<file path="src/rtl/psg_pkg.sv">
// psg_pkg
// Shared definitions for the SN76489-compatible PSG host register interface.
// Holds the register type codes, the noise channel index, reset constants
// and the packed latch type {ch[1:0], type} that records which register a
// data byte will land in.
package psg_pkg;

   // Register type carried in bit 4 of a latch byte.
   typedef enum logic {
      TONE = 1'b0,
      ATTN = 1'b1
   } psg_reg_type_e;

   // Channel 3 is the noise channel: its "tone" register is the noise control.
   localparam logic [1:0] NOISE_CH         = 2'd3;

   localparam logic [3:0] ATTN_SILENT      = 4'hF;
   localparam logic [2:0] NOISE_CTRL_RESET = 3'b000;

   // Mirrors data[6:4] of a latch byte bit for bit.
   typedef struct packed {
      logic [1:0]    ch;
      psg_reg_type_e kind;
   } psg_latch_t;

   localparam psg_latch_t LATCH_RESET = '{ch: 2'd0, kind: TONE};

   // True when the latch points at the noise control register.
   function automatic logic isNoiseTarget(input psg_latch_t l);
      return (l.ch == NOISE_CH) && (l.kind == TONE);
   endfunction

endpackage

</file>
<file path="src/rtl/psg_write_strobe.sv">
// psg_write_strobe
// Turns the host's active-low write strobe into a one-cycle write pulse on
// each falling edge and presents the data byte that goes with it.
//
// Configuration macro: PSG_WE_SYNC_EN
//   defined   - we_n and data pass through a 2-flop synchronizer first
//               (two extra cycles of latency; host holds data while we_n low)
//   undefined - we_n and data are treated as synchronous to clk
//
// Ports:
//   clk          in   system clock
//   reset        in   asynchronous reset, active-high
//   data_i       in   host write data
//   weN_i        in   host write strobe, active low
//   writePulse_o out  one-cycle pulse per falling edge of the strobe
//   writeData_o  out  data byte belonging to the pulse
module psg_write_strobe (
   input  logic       clk,
   input  logic       reset,
   input  logic [7:0] data_i,
   input  logic       weN_i,
   output logic       writePulse_o,
   output logic [7:0] writeData_o
);

   logic weCur;
   logic weHist_q;

`ifdef PSG_WE_SYNC_EN
   logic [1:0] weSync_q;
   logic [7:0] dataSync1_q;
   logic [7:0] dataSync2_q;

   // Two-stage synchronizer; the strobe resets high so no false edge appears.
   always_ff @(posedge clk or posedge reset) begin
      if (reset) begin
         weSync_q    <= 2'b11;
         dataSync1_q <= 8'h00;
         dataSync2_q <= 8'h00;
      end else begin
         weSync_q    <= {weSync_q[0], weN_i};
         dataSync1_q <= data_i;
         dataSync2_q <= dataSync1_q;
      end
   end

   assign weCur       = weSync_q[1];
   assign writeData_o = dataSync2_q;
`else
   assign weCur       = weN_i;
   assign writeData_o = data_i;
`endif

   // History resets to 1 so a strobe already low at reset release is not an edge.
   always_ff @(posedge clk or posedge reset) begin
      if (reset) begin
         weHist_q <= 1'b1;
      end else begin
         weHist_q <= weCur;
      end
   end

   assign writePulse_o = weHist_q & ~weCur;

endmodule

</file>
<file path="src/rtl/psg_register_writer.sv">
// psg_register_writer
// Host-side register interface for the SN76489-compatible PSG. Decodes the
// latch/data byte protocol into the register file (3 tone periods,
// 4 attenuations, 3-bit noise control), pulses reset_lfsr for one cycle on
// every noise control write and holds ready low for READY_CYCLES cycles
// after each accepted write.
//
// Configuration macro: PSG_WE_SYNC_EN (see psg_write_strobe).
//
// Ports:
//   clk            in   system clock
//   reset          in   asynchronous reset, active-high
//   data           in   host write data
//   we_n           in   host write strobe, active low
//   ready          out  high = next write will be accepted
//   tone0..2_freq  out  tone period per channel (COUNTER_BITS)
//   attn0..3       out  attenuation per channel, attn3 is noise (ATTN_BITS)
//   noise_control  out  {FB, NF1, NF0}
//   reset_lfsr     out  one-cycle pulse on every noise control write
module psg_register_writer
   import psg_pkg::*;
#(
   parameter int COUNTER_BITS = 10,
   parameter int ATTN_BITS    = 4,
   parameter int READY_CYCLES = 32
) (
   input  logic                    clk,
   input  logic                    reset,
   input  logic [7:0]              data,
   input  logic                    we_n,
   output logic                    ready,
   output logic [COUNTER_BITS-1:0] tone0_freq,
   output logic [COUNTER_BITS-1:0] tone1_freq,
   output logic [COUNTER_BITS-1:0] tone2_freq,
   output logic [ATTN_BITS-1:0]    attn0,
   output logic [ATTN_BITS-1:0]    attn1,
   output logic [ATTN_BITS-1:0]    attn2,
   output logic [ATTN_BITS-1:0]    attn3,
   output logic [2:0]              noise_control,
   output logic                    reset_lfsr
);

   localparam int BUSY_BITS = $clog2(READY_CYCLES + 1);
   localparam int HI_BITS   = COUNTER_BITS - 4;

   logic       writePulse;
   logic [7:0] writeData;

   psg_write_strobe uStrobe (
      .clk          (clk),
      .reset        (reset),
      .data_i       (data),
      .weN_i        (we_n),
      .writePulse_o (writePulse),
      .writeData_o  (writeData)
   );

   logic [COUNTER_BITS-1:0] tone_q [3];
   logic [COUNTER_BITS-1:0] tone_d [3];
   logic [ATTN_BITS-1:0]    attn_q [4];
   logic [ATTN_BITS-1:0]    attn_d [4];
   logic [2:0]              noise_q, noise_d;
   psg_latch_t              latch_q, latch_d;
   logic [BUSY_BITS-1:0]    busy_q, busy_d;
   logic                    ready_q, ready_d;
   logic                    pulse_q, pulse_d;

   logic       accept;
   logic       isLatch;
   psg_latch_t target;

   // A latch byte targets the register it names; a data byte reuses the latch.
   assign accept  = writePulse & ready_q;
   assign isLatch = writeData[7];
   assign target  = isLatch ? psg_latch_t'(writeData[6:4]) : latch_q;

   // Latch bytes fill the low nibble of a tone period, data bytes the upper bits.
   function automatic logic [COUNTER_BITS-1:0] mergeTone(
      input logic [COUNTER_BITS-1:0] old,
      input logic                    lowNibble,
      input logic [7:0]              byteIn
   );
      logic [COUNTER_BITS-1:0] result;
      result = old;
      if (lowNibble) begin
         result[3:0] = byteIn[3:0];
      end else begin
         result[COUNTER_BITS-1:4] = HI_BITS'(byteIn[5:0]);
      end
      return result;
   endfunction

   // Next-state decode. An accepted write updates one register, restarts the
   // busy window and drops ready; otherwise the busy counter runs down to zero
   // and stays there, raising ready on the step from 1 to 0.
   always_comb begin
      tone_d  = tone_q;
      attn_d  = attn_q;
      noise_d = noise_q;
      latch_d = latch_q;
      busy_d  = busy_q;
      ready_d = ready_q;
      pulse_d = 1'b0;
      if (accept) begin
         if (isLatch) begin
            latch_d = target;
         end
         if (target.kind == ATTN) begin
            attn_d[target.ch] = ATTN_BITS'(writeData[3:0]);
         end else if (isNoiseTarget(target)) begin
            noise_d = writeData[2:0];
            pulse_d = 1'b1;
         end else begin
            case (target.ch)
               2'd0:    tone_d[0] = mergeTone(tone_q[0], isLatch, writeData);
               2'd1:    tone_d[1] = mergeTone(tone_q[1], isLatch, writeData);
               default: tone_d[2] = mergeTone(tone_q[2], isLatch, writeData);
            endcase
         end
         busy_d  = BUSY_BITS'(READY_CYCLES);
         ready_d = 1'b0;
      end else if (busy_q != '0) begin
         busy_d  = busy_q - 1'b1;
         ready_d = (busy_q == BUSY_BITS'(1));
      end
   end

   // Register file and handshake state; reset silences every channel.
   always_ff @(posedge clk or posedge reset) begin
      if (reset) begin
         tone_q  <= '{default: '0};
         attn_q  <= '{default: '1};
         noise_q <= NOISE_CTRL_RESET;
         latch_q <= LATCH_RESET;
         busy_q  <= '0;
         ready_q <= 1'b1;
         pulse_q <= 1'b0;
      end else begin
         tone_q  <= tone_d;
         attn_q  <= attn_d;
         noise_q <= noise_d;
         latch_q <= latch_d;
         busy_q  <= busy_d;
         ready_q <= ready_d;
         pulse_q <= pulse_d;
      end
   end

   assign ready         = ready_q;
   assign tone0_freq    = tone_q[0];
   assign tone1_freq    = tone_q[1];
   assign tone2_freq    = tone_q[2];
   assign attn0         = attn_q[0];
   assign attn1         = attn_q[1];
   assign attn2         = attn_q[2];
   assign attn3         = attn_q[3];
   assign noise_control = noise_q;
   assign reset_lfsr    = pulse_q;

endmodule

</file>
<file path="config.mk">
export PLATFORM = sky130hd
export DESIGN_NAME = psg_register_writer
export DESIGN_NICKNAME = d
export VERILOG_FILES = /design/src/rtl/psg_pkg.sv /design/src/rtl/psg_write_strobe.sv /design/src/rtl/psg_register_writer.sv
export SDC_FILE = /design/constraint.sdc
export NUM_CORES = 1
export LEC_CHECK = 0
export BUFFER_PORTS_ARGS = -buffer_cell sky130_fd_sc_hd__buf_2
export CORE_MARGIN = 5
export CORE_UTILIZATION = 30
export CTS_CLUSTER_SIZE = 16
export DETAILED_ROUTE_END_ITERATION = 8
export PLACE_DENSITY = 0.62
export SYNTH_ARGS = -nofsm -noshare
export SYNTH_HDL_FRONTEND = slang
export SYNTH_SLANG_ARGS = --single-unit
</file>
<file path="constraint.sdc">
create_clock -name clk -period 1.8 [get_ports clk]
set_input_delay 0.36 -clock clk [delete_from_list [all_inputs] [get_ports clk]]
set_output_delay 0.36 -clock clk [all_outputs]
set_load 0.1 [all_outputs]
</file>
### After elaboration in Yosys (flattened, before gate mapping)

Index checks and enable logic that the tools add are counted.

| operators by class | value |
|---|---|
| add/subtract/negate cells | 1 |
| $mul | 0 |
| divide/modulo/power cells | 0 |
| magnitude comparators | 2 |
| eq/ne operators | 3 |
| shift-type cells | 0 |
| multiplexer cells | 11 |
| bitwise operators | 8 |
| reduce and logical (&&, ||, !) cells | 15 |

Operator list:

| kind | count |
|---|---|
| $reduce_and 5->1 | 6 |
| $bwmux 16 | 1 |
| $mux 6 | 2 |
| $demux 4 s2 | 1 |
| $eq 6x1->1 const B | 1 |
| $reduce_bool 6->1 | 1 |
| $sub 6x1->6 const B | 1 |
| $mux 1 | 5 |
| $not 1->1 | 5 |
| $mux 4 | 1 |
| $reduce_and 2->1 | 2 |
| $ge 3x3->1 const B | 1 |
| $lt 3x1->1 const B | 1 |
| $mux 3 | 1 |
| $not 2->3 | 1 |
| $reduce_and 3->1 | 1 |
| $and 1x1->1 | 2 |
| $eq 2x1->1 const B | 1 |
| $eq 2x2->1 const B | 1 |
| $logic_and 1x1->1 | 2 |
| $logic_not 2->1 | 1 |
| $reduce_bool 2->1 | 1 |
| $reduce_or 2->1 | 1 |

| storage, ports and cells | value |
|---|---|
| register bits | 61 |
| latch bits | 0 |
| RAM bits | 0 |
| memory bits (read-only) | 0 |
| input bits | 11 |
| logic and storage cells | 57 |
| memories kept | 0 |

### Logic depth before layout (Yosys ltp)

| depth | value |
|---|---|
| word-level depth | 7 |
| mapped depth | 5 |

### Cells and area by module

A second synthesis with hierarchy kept.

| second synthesis, totals | value |
|---|---|
| cell total of the unflattened synthesis | 188 |
| area, all modules | 2737.6 um^2 |

Modules (own cells, without submodules):

| module | instances | cells an instance | area each (um^2) |
|---|---|---|---|
| psg_register_writer | 1 | 177 | 2633.8 |
| psg_write_strobe | 1 | 11 | 103.8 |

### Worst setup path before layout

Ideal clock, no wire load.

| timing path | value |
|---|---|
| kind | reg-to-reg |
| from | register ready_q, in the netlist ready |
| to | register tone_q, in the netlist tone1_freq[4] |
| arrival | 1.983 ns |
| data required time | 1.675 ns |
| slack | -0.309 ns |
| stages on the path, launching flop included | 4 |
| period minus slack after synthesis | 2.109 ns |
| cell sequence | dfstp_2 > nand3b_1 > nor4_4 > mux2_2 |

| between the ends | value |
|---|---|
| word-level cells in the longest chain between the ends | 2 |

Ends and longest elaborated chain:

| element | RTL line | text |
|---|---|---|
| start: declaration | psg_register_writer.sv:65 | `logic ready_q, ready_d;` |
| start signal: assignment | psg_register_writer.sv:144 | `ready_q <= ready_d;` |
| $and 1x1->1 | psg_register_writer.sv:73 | `assign accept = writePulse & ready_q;` |
| $reduce_and 5->1 (no line) | n/a |  |
| end signal: assignment | psg_register_writer.sv:139 | `tone_q <= tone_d;` |
| end: declaration | psg_register_writer.sv:58 | `logic [COUNTER_BITS-1:0] tone_q [3];` |

Every way passes these cells.
A chain may end at the register's enable or synchronous reset.

### Worst setup path in the final report

| timing path | value |
|---|---|
| from | register ready_q, in the netlist ready |
| to | output port ready |

RTL lines:

| element | RTL line | text |
|---|---|---|
| end: declaration | psg_register_writer.sv:31 | `output logic ready,` |

No word-level cell between the ends.

==> results by group <==
Status
  • Status: complete, no violations

Cells and area
  • Antenna diode instance count: 0
  • Layout cell share with drive strength beyond 1: 65.2%
  • Filler cell count: 854
  • Register Area: about 0.0016 mm^2
  • Final Instance Count excl. Fillers: 372
  • Post-layout net count: about 270
  • Area used by multi-input combinational logic: 0.00110 mm^2
  • Area added between synthesis and finish: 29.9%

Timing
  • Transition time at the pin with the least slew margin: 0.500 ns
  • Clock Skews: 0.0112 ns
  • RSZ-0062 raised after global routing: no
  • Min Clock Period, post-route: 1.76 ns
  • Max Fclk: 0.570 GHz
  • Worst max-slew margin expressed relative to the limit: between 60% and 70%
  • Setup violation total in the final timing report: 0
  • Share of the cycle needed by the critical path after routing: 97.5%
  • Max-slew violation count: 0
  • Hold Fails Final Rpt: 0

Worst setup path
  • Number of cells on the critical path: 1
  • Cell at the slowest stage of the critical path: sky130_fd_sc_hd__dfstp_4
  • Launching element type of the critical path: register
  • End of the worst register-to-register path: tone0_freq[7]
  • Worst Path Arrival: 1.40 ns
  • Reg2Reg Launch Point: ready
  • CP Buf/Inv Count: 1
  • Required time at the worst-slack endpoint: 1.44 ns
  • Number of cell instances on the worst register-to-register path: 4
  • Worst setup endpoint: ready
  • Type of destination of the critical path: output pin
  • Delay-heaviest family, CP: flip-flops
  • Worst setup slack for register-to-register paths: ~0.09 ns
  • Delay of the slowest critical-path stage: 0.63 ns
  • Type of the worst setup path: reg2out
  • Critical path fanouts, max: 4
  • Ordered cell list for the critical path: buf_2
  • Worst setup startpoint: ready

Clock network
  • Post-CTS setup repair buffer count: 0
  • Clock tree from TritonCTS: done
  • Number of sinks driven by the clock tree: between 60 and 70
  • Clock transition at the registers of the reported paths: 0.07 ns
  • Deepest level of the CTS H-tree: 3
  • TritonCTS Buffers: 9
  • Clock network latency to the later pin of the worst-skew pair: about 0.34 ns
  • Number of buffers on the longest clock path: 2
  • Clk root buf: sky130_fd_sc_hd__clkbuf_8

Synth
  • Warning count from the yosys run: 0
  • Synthesized netlist net count: 196
  • Synth cell count leaders: 51 x sky130_fd_sc_hd__mux2_2, 43 x sky130_fd_sc_hd__dfrtp_1, 18 x sky130_fd_sc_hd__dfstp_2
  • Proportion of netlist area held by the largest area contributor: 40.6%
  • Yosys top cell by area: sky130_fd_sc_hd__dfrtp_1
  • #FFs+latches synth: 61
  • Post-synthesis async set-or-reset flop share: 100%
  • Number of enable-type register cells in the synthesized netlist: 0
  • Synth Instances: ~180
  • Leading post-synthesis cells by cell area: sky130_fd_sc_hd__dfrtp_1 41%, sky130_fd_sc_hd__mux2_2 22%, sky130_fd_sc_hd__dfstp_2 18%
  • Share of the yosys chip area belonging to registers: 58.4%
  • Most repeated cell in the gate-level netlist after synthesis: sky130_fd_sc_hd__mux2_2
  • Library cells used by synthesis: 37
  • Mean instance size in the synthesized netlist: 14.6 um^2
  • Most common flop cell mapped by yosys: sky130_fd_sc_hd__dfrtp_1
  • Syn Std Cell Area: 0.00265 mm^2

Drt
  • Final ANT Viol Nets: 0
  • Vias post-DR: 1730
  • Number of DRC markers after the initial detailed-route iteration: 43
  • DR pass1 iterations: 3
  • Post-DR wirelength/cell: 16.7 um
  • Via-per-instance ratio: 4.65
  • DRC violation count after routing: 0
  • Routed wire length: around 6200 um

Die
  • Height of the chip: around 100 um
  • Placeable core region: 0.00868 mm^2
  • Horizontal die dimension: about 100 um
  • Starting Density: 30.6%
  • Site Rows: 34
  • Die Outline Area: between 0.01 and 0.015 mm^2
  • Top-Level Pins: 62

Global route
  • Global route total overflow: 0
  • GRT Total Usage: between 10% and 20%
  • Antenna violations before repair: 0
  • Wire length of the first global-routing pass: 10400 um
  • Number of global-route vias before repair: 1937
  • Pin count of the biggest net entering global routing: 62

Power and ir drop
  • Leak Pwr: between 1.5 and 2 nW
  • Cell area power density: between 900 and 1000 mW/mm^2
  • Overall power consumption: 3.21 mW
  • Peak supply drop: 0.000355 V

Placed design
  • Final GP Congestion: around 0.78
  • Post-Place Cells: 356
  • DPL Wire Length: 4380 um
  • Port Buffers: slightly above 60

Flow run
  • Max Cap Viol: 0

Min path
  • Min-delay worst type: in2async
-- power by group --
group / internal (mW) / switching [mW] / leakage (nW)
combinational: 0.116 / 0.278 / 0.894
sequential: 1.41 / 0.0231 / 0.778
clock: 0.851 / 0.532 / 0.116
total: 2.38 / 0.833 / 1.79
-- metal layers --
| layer | global-route usage, % | share of wire (%) | wire, um |
|---|---|---|---|
| met5 | 0 | 0 | 0 |
| met4 | 6.11 | 2.3 | 140 |
| met3 | 3.04 | 4.5 | 278 |
| met2 | 19.9 | 50 | 3090 |
| met1 | 14.9 | 43 | 2690 |
-- kinds of logic after synthesis --
family	share of synthesized area, %
XOR/XNOR	0.661
AND/OR/NAND/NOR	10.6
AO/OA/AOI/OAI	3.45
buffers and inverters	2.08
flip-flops	58.4
multiplexers	23.4
adder cells (fa/ha/maj)	1.42
-- sequential cells by signal, summed over array words and instances, names as in the netlist --
register / count
tone1_freq: 10
attn2: 4
uStrobe.weHist_q: 1
reset_lfsr: 1
ready: 1
latch_q: 3
attn1: 4
busy_q: 6
noise_control: 3
attn3: 4
tone0_freq: 10
attn0: 4
tone2_freq: 10
-- layout by cell type (no fill, tap or decap), types with 2 or more instances in the layout --
master,Yosys,final
sky130_fd_sc_hd__a21oi_1,4,4
sky130_fd_sc_hd__buf_2,2,61
sky130_fd_sc_hd__buf_4,0,11
sky130_fd_sc_hd__bufinv_16,0,2
sky130_fd_sc_hd__clkbuf_8,0,11
sky130_fd_sc_hd__clkinv_2,0,2
sky130_fd_sc_hd__dfrtp_1,43,43
sky130_fd_sc_hd__dfstp_2,18,17
sky130_fd_sc_hd__ha_1,3,3
sky130_fd_sc_hd__inv_1,5,4
sky130_fd_sc_hd__mux2_2,51,41
sky130_fd_sc_hd__mux2_4,1,11
sky130_fd_sc_hd__mux2i_1,3,3
sky130_fd_sc_hd__nand2_1,7,7
sky130_fd_sc_hd__nand2b_1,2,2
sky130_fd_sc_hd__nand3_1,4,4
sky130_fd_sc_hd__nand3b_1,2,2
sky130_fd_sc_hd__nor2_1,8,8
sky130_fd_sc_hd__nor2b_1,2,2
sky130_fd_sc_hd__nor3_4,2,3
sky130_fd_sc_hd__xnor2_1,2,2
-- layout make-up --
class,count,share of cell area (%)
clock buffer,12,4.50
clock inverter,4,2.03
inverter,5,0.654
multi-input combinational,109,32.0
sequential,61,45.1
tap,108,3.92
timing repair buffer,73,11.8
-- worst min-delay path by stage --
stage,start,endpoint,slack [ns]
after global routing,reset,tone0_freq[8],0.11
after floorplan,we_n,uStrobe.weHist_q,0.36
final,reset,tone2_freq[9],0.09
after global placement,reset,tone2_freq[9],0.47
after CTS,reset,tone0_freq[8],0.10
after detailed placement,reset,tone2_freq[9],0.48
-- metrics by stage --
step | TNS [ns] | util, % | hold slack [ns] | setup slack [ns] | area, um^2
finish | 0 | 39.7 | 0.0916 | 0.0448 | 3440
global route | 0 | 39.7 | 0.113 | 0.00546 | 3440
CTS | 0 | 39.6 | 0.102 | 0.0217 | 3440
detailed placement | 0 | 37.0 | 0.477 | 0.0503 | 3210
global placement | 0 | 37.0 | 0.467 | 0.0624 | 3210
floorplan | -1.21 | - | 0.364 | -0.0779 | 2720
-- timing repair --
item,in CTS,in global routing
hold buffers,0,0
resized for setup,0,1
setup endpoints to repair,0,4
No activity file was read; power rests on OpenSTA's default activity.
